==> config.mk <==
export PLATFORM = sky130hd
export DESIGN_NAME = seq_alu_flat
export DESIGN_NICKNAME = d
export VERILOG_FILES = /design/src/rtl/seq_alu_pkg.sv /design/src/rtl/seq_alu_if.sv /design/src/rtl/seq_alu_muldiv.sv /design/src/rtl/seq_alu.sv /design/src/flat_wrapper.sv
export SDC_FILE = /design/constraint.sdc
export NUM_CORES = 1
export LEC_CHECK = 0
export CAP_MARGIN = 40
export CORE_MARGIN = 5
export CORE_UTILIZATION = 70
export CTS_BUF_LIST = sky130_fd_sc_hd__clkbuf_2
export DETAILED_ROUTE_END_ITERATION = 8
export DONT_BUFFER_PORTS = 1
export HOLD_SLACK_MARGIN = 0.02
export PLACE_DENSITY = 0.95
export SYNTH_ARGS = -nofsm -noshare
export SYNTH_HDL_FRONTEND = slang
export SYNTH_SLANG_ARGS = --single-unit
==> constraint.sdc <==
create_clock -name clk -period 7.3 [get_ports clk]
set_input_delay 0.73 -clock clk [delete_from_list [all_inputs] [get_ports clk]]
set_output_delay 0.73 -clock clk [all_outputs]
set_load 0.03 [all_outputs]
==> src/rtl/seq_alu_pkg.sv <==
// seq_alu_pkg: opcodes, FSM states and op classification.
// Defining SEQ_ALU_MULH_EN makes opcode 1001 (MULH) an iterative operation.
package seq_alu_pkg;
  localparam logic [3:0] OP_ADD  = 4'b0000;
  localparam logic [3:0] OP_SUB  = 4'b0001;
  localparam logic [3:0] OP_AND  = 4'b0010;
  localparam logic [3:0] OP_OR   = 4'b0011;
  localparam logic [3:0] OP_NOT  = 4'b0100;
  localparam logic [3:0] OP_PASA = 4'b0101;
  localparam logic [3:0] OP_PASB = 4'b0110;
  localparam logic [3:0] OP_XOR  = 4'b0111;
  localparam logic [3:0] OP_MUL  = 4'b1000;
  localparam logic [3:0] OP_MULH = 4'b1001;
  localparam logic [3:0] OP_DIVU = 4'b1010;
  localparam logic [3:0] OP_REMU = 4'b1011;
  typedef enum logic {ST_IDLE = 1'b0, ST_ITER = 1'b1} state_t;
  function automatic logic is_iterative(input logic [3:0] op);
`ifdef SEQ_ALU_MULH_EN
    return op == OP_MUL || op == OP_MULH || op == OP_DIVU || op == OP_REMU;
`else
    return op == OP_MUL || op == OP_DIVU || op == OP_REMU;
`endif
  endfunction
endpackage

==> src/rtl/seq_alu_if.sv <==
// seq_alu_if: start/busy/done handshake and operand/result bundle of seq_alu.
interface seq_alu_if #(parameter int WIDTH = 16);
  logic             start;
  logic [3:0]       op;
  logic [WIDTH-1:0] in1;
  logic [WIDTH-1:0] in2;
  logic             busy;
  logic             done;
  logic [WIDTH-1:0] result;
  logic             zero;
  logic             carry;
  logic             ovf;
  logic             dz;
  modport master (output start, op, in1, in2, input busy, done, result, zero, carry, ovf, dz);
  modport slave (input start, op, in1, in2, output busy, done, result, zero, carry, ovf, dz);
endinterface

==> src/rtl/seq_alu_muldiv.sv <==
// seq_alu_muldiv: shared shift-add multiply / restoring divide datapath.
// o_hi/o_lo give the register values after the current step (product high/low, remainder/quotient).
module seq_alu_muldiv #(
  parameter int WIDTH = 16,
  parameter int CNT_W = $clog2(WIDTH)
) (
  input  logic             clk,
  input  logic             rst_n,
  input  logic             i_load,
  input  logic             i_div,
  input  logic             i_step,
  input  logic [WIDTH-1:0] i_a,
  input  logic [WIDTH-1:0] i_b,
  output logic [WIDTH-1:0] o_hi,
  output logic [WIDTH-1:0] o_lo,
  output logic             o_last
);
  logic [CNT_W-1:0] r_cnt;
  logic             r_div;
  logic [WIDTH-1:0] r_hi, r_lo, r_b;
  logic [WIDTH:0]   w_sum, w_sh, w_trial;
  logic             w_ok;
  // multiply shifts {hi,lo} right after adding; divide shifts left then trial-subtracts
  always_comb begin
    w_sum   = {1'b0, r_hi} + (r_lo[0] ? {1'b0, r_b} : '0);
    w_sh    = {r_hi, r_lo[WIDTH-1]};
    w_trial = w_sh - {1'b0, r_b};
    w_ok    = ~w_trial[WIDTH];
    o_hi    = r_div ? (w_ok ? w_trial[WIDTH-1:0] : w_sh[WIDTH-1:0]) : w_sum[WIDTH:1];
    o_lo    = r_div ? {r_lo[WIDTH-2:0], w_ok} : {w_sum[0], r_lo[WIDTH-1:1]};
  end
  assign o_last = i_step && r_cnt == '0;
  always_ff @(posedge clk or negedge rst_n) begin
    if (!rst_n) begin
      r_cnt <= '0;
      r_div <= 1'b0;
      r_hi  <= '0;
      r_lo  <= '0;
      r_b   <= '0;
    end else if (i_load) begin
      r_cnt <= CNT_W'(WIDTH - 1);
      r_div <= i_div;
      r_hi  <= '0;
      r_lo  <= i_div ? i_a : i_b;
      r_b   <= i_div ? i_b : i_a;
    end else if (i_step) begin
      r_cnt <= r_cnt - 1'b1;
      r_hi  <= o_hi;
      r_lo  <= o_lo;
    end
  end
endmodule

==> src/rtl/seq_alu.sv <==
// seq_alu: registered ALU with single-cycle logic/arith ops and iterative MUL/MULH/DIVU/REMU.
// SEQ_ALU_MULH_EN enables MULH; otherwise opcode 1001 behaves as an illegal op.
module seq_alu
  import seq_alu_pkg::*;
#(
  parameter int WIDTH = 16,
  parameter int CNT_W = $clog2(WIDTH)
) (
  input  logic     clk,
  input  logic     rst_n,
  seq_alu_if.slave alu
);
  state_t           r_state;
  logic             r_done, r_zero, r_carry, r_ovf, r_dz, r_hi_sel;
  logic [WIDTH-1:0] r_result;
  logic [WIDTH:0]   w_add, w_sub;
  logic [WIDTH-1:0] w_res, w_hi, w_lo, w_it_res;
  logic             w_carry, w_ovf, w_dz, w_iter, w_load, w_last;
  assign w_add    = {1'b0, alu.in1} + {1'b0, alu.in2};
  assign w_sub    = {1'b0, alu.in1} - {1'b0, alu.in2};
  assign w_dz     = (alu.op == OP_DIVU || alu.op == OP_REMU) && alu.in2 == '0;
  assign w_iter   = is_iterative(alu.op) && !w_dz;
  assign w_load   = r_state == ST_IDLE && alu.start && w_iter;
  assign w_it_res = r_hi_sel ? w_hi : w_lo;
  always_comb begin
    w_res   = '0;
    w_carry = 1'b0;
    w_ovf   = 1'b0;
    case (alu.op)
      OP_ADD: begin
        w_res   = w_add[WIDTH-1:0];
        w_carry = w_add[WIDTH];
        w_ovf   = alu.in1[WIDTH-1] == alu.in2[WIDTH-1] && w_res[WIDTH-1] != alu.in1[WIDTH-1];
      end
      OP_SUB: begin
        w_res   = w_sub[WIDTH-1:0];
        w_carry = w_sub[WIDTH];
        w_ovf   = alu.in1[WIDTH-1] != alu.in2[WIDTH-1] && w_res[WIDTH-1] != alu.in1[WIDTH-1];
      end
      OP_AND:  w_res = alu.in1 & alu.in2;
      OP_OR:   w_res = alu.in1 | alu.in2;
      OP_NOT:  w_res = ~alu.in1;
      OP_PASA: w_res = alu.in1;
      OP_PASB: w_res = alu.in2;
      OP_XOR:  w_res = alu.in1 ^ alu.in2;
      OP_DIVU: w_res = '1;
      OP_REMU: w_res = alu.in1;
      default: w_res = '0;
    endcase
  end
  seq_alu_muldiv #(.WIDTH(WIDTH), .CNT_W(CNT_W)) u_muldiv (
    .clk    (clk),
    .rst_n  (rst_n),
    .i_load (w_load),
    .i_div  (alu.op[1]),
    .i_step (r_state == ST_ITER),
    .i_a    (alu.in1),
    .i_b    (alu.in2),
    .o_hi   (w_hi),
    .o_lo   (w_lo),
    .o_last (w_last)
  );
  // odd iterative opcodes (MULH, REMU) take the high register
  always_ff @(posedge clk or negedge rst_n) begin
    if (!rst_n) begin
      r_state  <= ST_IDLE;
      r_done   <= 1'b0;
      r_result <= '0;
      r_zero   <= 1'b0;
      r_carry  <= 1'b0;
      r_ovf    <= 1'b0;
      r_dz     <= 1'b0;
      r_hi_sel <= 1'b0;
    end else begin
      r_done <= 1'b0;
      if (r_state == ST_IDLE && alu.start) begin
        r_hi_sel <= alu.op[0];
        if (w_iter) r_state <= ST_ITER;
        else begin
          r_done   <= 1'b1;
          r_result <= w_res;
          r_zero   <= w_res == '0;
          r_carry  <= w_carry;
          r_ovf    <= w_ovf;
          r_dz     <= w_dz;
        end
      end else if (w_last) begin
        r_state  <= ST_IDLE;
        r_done   <= 1'b1;
        r_result <= w_it_res;
        r_zero   <= w_it_res == '0;
        r_carry  <= 1'b0;
        r_ovf    <= 1'b0;
        r_dz     <= 1'b0;
      end
    end
  end
  assign alu.busy   = r_state == ST_ITER;
  assign alu.done   = r_done;
  assign alu.result = r_result;
  assign alu.zero   = r_zero;
  assign alu.carry  = r_carry;
  assign alu.ovf    = r_ovf;
  assign alu.dz     = r_dz;
endmodule

==> src/flat_wrapper.sv <==
// flat-port wrapper written by rule: the top's interface ports become plain ports
module seq_alu_flat import seq_alu_pkg::*;
#(
  parameter int WIDTH = 16,
  parameter int CNT_W = $clog2(WIDTH)
)
  (clk, rst_n, alu_start, alu_op, alu_in1, alu_in2, alu_busy, alu_done, alu_result, alu_zero, alu_carry, alu_ovf, alu_dz);
  seq_alu_if #(.WIDTH(WIDTH)) alu_i ();
  input  logic clk;
  input  logic rst_n;
  input wire logic [$bits(alu_i.start)-1:0] alu_start;
  input wire logic [$bits(alu_i.op)-1:0] alu_op;
  input wire logic [$bits(alu_i.in1)-1:0] alu_in1;
  input wire logic [$bits(alu_i.in2)-1:0] alu_in2;
  output wire logic [$bits(alu_i.busy)-1:0] alu_busy;
  output wire logic [$bits(alu_i.done)-1:0] alu_done;
  output wire logic [$bits(alu_i.result)-1:0] alu_result;
  output wire logic [$bits(alu_i.zero)-1:0] alu_zero;
  output wire logic [$bits(alu_i.carry)-1:0] alu_carry;
  output wire logic [$bits(alu_i.ovf)-1:0] alu_ovf;
  output wire logic [$bits(alu_i.dz)-1:0] alu_dz;
  assign alu_i.start = alu_start;
  assign alu_i.op = alu_op;
  assign alu_i.in1 = alu_in1;
  assign alu_i.in2 = alu_in2;
  assign alu_busy = alu_i.busy;
  assign alu_done = alu_i.done;
  assign alu_result = alu_i.result;
  assign alu_zero = alu_i.zero;
  assign alu_carry = alu_i.carry;
  assign alu_ovf = alu_i.ovf;
  assign alu_dz = alu_i.dz;
  seq_alu #(.WIDTH(WIDTH), .CNT_W(CNT_W)) u_core (.clk(clk), .rst_n(rst_n), .alu(alu_i));
endmodule
==> flow_summary.ini <==
[min_path]
min_to = u_core.r_hi_sel
hp-class = in -> reg
hold_depth = 2
hp-start = alu_op[0]

[synth]
synth.distinct_cells = 103
seq_area_frac_synth_pct = 20.2
synth_top_area_cell = dfrtp_1
ys_seq_elements = 76
postSynthAreaPerCell_sq_um = 7.82
synth_fp_nets = 1331
synthCells = 1206
synth_area_leaders = dfrtp_1 20%, ha_1 11%, mux2i_1 5.8%, o21ai_0 5.1%, nand2_1 4.9%
yosysWarningCount = 0
synth.top_cell.area_share_pct = 20.2
synthFlopType = dfrtp_1
synth_edf_count = 0
async_reset_ff_share_pct = 100
syn_area_sq_mm = 0.00943

[critical_path]
rrSetupSlack_ns = 3.41
critPathLaunchType = register
worst_ep_arrival_time_ns = 4.43
reg2reg_from = u_core.u_muldiv.r_lo[15]
cp_common_cell = inv_1
end_kind = register
path_max_fanout = 29
crit_type = reg -> reg
slowest_stage = dfrtp_1
path_cells = inv_1 -> ha_1 -> inv_1 -> fa_1 -> a211oi_2 -> nor3_2 -> o211a_1 -> o211ai_2 -> buf_4 -> mux2_1 -> o21ai_0 -> and3b_1 -> nand4b_1 -> nand3b_1 -> nand3_1
worst_ep_required_time_ns = 7.84
r2r-end = u_core.alu.zero
rr_worst_depth = 15
slowest_delay_ns = 0.47

[timing]
layout_min_cycle_time_ns = 3.89
fin_skew_ns = 0.0328
hold_violations = 0
worst_slew_pin_slew_ns = 0.878
finalCritPeriodShare_pct = 53.3
tns_ns = 0
final_max_slew_viol_count = 0
rsz0062_at_grt = no
relSlewSlack_pct = 41.3
setup_viol_count_final = 0
fmax_mhz = 257

[global_route]
grtUsageMet1_pct = 49.4
top_usage_layer = met2
gr-usage-all-layers_pct = 38.1
globalRouteMet2Util_pct = 59.0
overflow = 0
grt_pass1_wl_um = 49600
grt_pass1_vias = 9413
antenna_found_initial = 1
grt_max_degree = 77
met3_usage_pct = 9.19

[cts]
htree_num_levels = 3
root_buffer = clkbuf_2
clk_path_buf_depth = 2
cts_inserted_buffers = 9
hold_buffers = 2
cts.sinks = 76
post_cts_buffers = 0
clkLatencyLatePin_ns = 0.58
clk_pin_slew_ns = 0.24
cts_resized = 0
cts_tree = built

[floorplan]
ioPinCount = 61
num_rows = 42
die_area_sq_mm = 0.0159
start_util_pct = 71.2
die_height_um = 126
core_sq_mm = 0.0132
fp.dieW_um = 126

[routing]
ant_nets = 0
via_per_inst = 7.32
first_pass_iters = 7
drtIter0Drc = 1454
route.detailed.drc = 0
via_count = 9792
wl_per_cell_um = 22.9
routed_wl_um = 30600

[place]
io_buffers = 0
dp.final_hpwl_um = 22600
place_area_sq_mm = 0.00936
place.gp.congestion = 1.04

[flow_run]
drv_cap = 0

[final_layout]
finalInstanceArea_sq_mm = 0.00954
fillers = 1048
areaGrowthSynthToFinish_pct = 1.18
nets = 1281
multi_input_area_sq_mm = 0.00681
final_common_cell = nand2_1
ff_latch_area_sq_mm = 0.00190
final_cell_mix = 123 x nand2_1, 96 x o21ai_0, 92 x a21oi_1
drive_gt1_share_pct = 6.12

[pwr]
pwr-share-clk_pct = 7.4
switchingPower_uw = 2130
combPwrFrac_pct = 68.1
leakage_uw = 0.00430
power.density_mw_per_mm2 = 409
vdd_drop_max_v = 0.000228
sequentialPowerShare_pct = 24.4
power.switching_fraction_pct = 54.6
p_int_uw = 1770

[run_status]
status = finished, final reports clean
[state kept, by name, indices dropped and copies added, names as in the netlist]
| register | cells |
|---|---|
| u_core.alu.busy | 1 |
| u_core.alu.carry | 1 |
| u_core.alu.done | 1 |
| u_core.alu.dz | 1 |
| u_core.alu.ovf | 1 |
| u_core.alu.result | 16 |
| u_core.alu.zero | 1 |
| u_core.r_hi_sel | 1 |
| u_core.u_muldiv.r_b | 16 |
| u_core.u_muldiv.r_cnt | 4 |
| u_core.u_muldiv.r_div | 1 |
| u_core.u_muldiv.r_hi | 16 |
| u_core.u_muldiv.r_lo | 16 |
[logic make-up (layout without fill, tap and decap cells)]
kind of cell	count (synthesis)	in the layout	share of synthesized area, %
other	0	1	0
multiplexers	63	63	6.87
flip-flops	76	76	20.2
adder cells (fa/ha/maj)	86	86	11.7
AO/OA/AOI/OAI	402	402	29.5
buffers and inverters	156	111	8.02
AND/OR/NAND/NOR	396	396	21.2
XOR/XNOR	27	27	2.51
[through the flow]
step | hold WS [ns] | setup slack [ns] | instances | total power, uW | util, %
after floorplan | 0.434 | 4.04 | 1206 | 2880 | -
after global placement | 0.437 | 3.65 | 1316 | 3390 | 70.3
after detailed placement | 0.436 | 3.56 | 1319 | 3500 | 70.7
after CTS | 0.248 | 3.54 | 1337 | 3810 | 72.1
after global routing | 0.253 | 3.23 | 1338 | 4200 | 72.1
final | 0.244 | 3.41 | 1338 | 3910 | 72.1
[cell usage after synthesis (7+ instances only)]
master,number
a21o_1,21
nand3_1,41
o21a_1,7
ha_1,82
inv_1,79
o221ai_1,19
dfrtp_1,76
xor2_1,12
and3_1,11
o211ai_1,19
a21oi_1,92
a211oi_1,17
nor2b_1,10
o21ai_0,96
xnor2_1,15
nand2b_1,14
nor3_1,28
nor4_1,13
a22oi_1,8
clkbuf_1,41
a211o_1,7
mux2i_1,55
nand2_1,123
nor2_1,81
a221oi_1,10
a221o_1,7
and2_1,20
buf_2,8
buf_4,7
o21ai_1,7
buf_6,10
o31ai_1,9
a31oi_1,7
[area by class of cell]
type,count,area share [%]
Multi-Input combinational cell,974,71.3
Sequential cell,76,19.9
Antenna cell,1,0.0262
Clock inverter,7,1.05
Inverter,79,3.11
Clock buffer,9,0.472
Tap cell,176,2.31
Timing Repair Buffer,16,1.78
[power by group through the flow]
| stage | Sequential [uW] | Combinational (uW) | Clock [uW] |
|---|---|---|---|
| floorplan | 843 | 2040 | 0 |
| global placement | 955 | 2430 | 0 |
| detailed placement | 949 | 2550 | 0 |
| CTS | 940 | 2590 | 284 |
| global route | 967 | 2930 | 307 |
| finish | 955 | 2660 | 290 |
[metal layers]
layer / up-vias / wire length, um
met5: - / 0
met2: 761 / 13400
li1: 4368 / -
met4: 0 / 1910
met3: 178 / 4200
met1: 4485 / 11200
[how the worst max path moves through the flow]
stage / startpoint / to / slack (ns) / cells past startpoint
final: u_core.u_muldiv.r_lo[15] / u_core.alu.zero / 3.41 / 15
after global routing: u_core.u_muldiv.r_lo[15] / u_core.alu.zero / 3.23 / 15
after CTS: u_core.u_muldiv.r_lo[15] / u_core.alu.zero / 3.54 / 15
after detailed placement: u_core.u_muldiv.r_lo[15] / u_core.alu.zero / 3.56 / 15
after global placement: u_core.u_muldiv.r_lo[15] / u_core.alu.zero / 3.65 / 15
after floorplan: alu_in2[1] / u_core.alu.zero / 4.04 / 12
[critical path, delay by kind of cell (launching register included)]
family / cells / cell delay, ns
AO/OA/AOI/OAI: 4 / 1.03
AND/OR/NAND/NOR: 5 / 0.73
adder cells (fa/ha/maj): 2 / 0.64
buffers and inverters: 3 / 0.59
flip-flops: 1 / 0.47
multiplexers: 1 / 0.41
(Power assumes the default switching activity.)
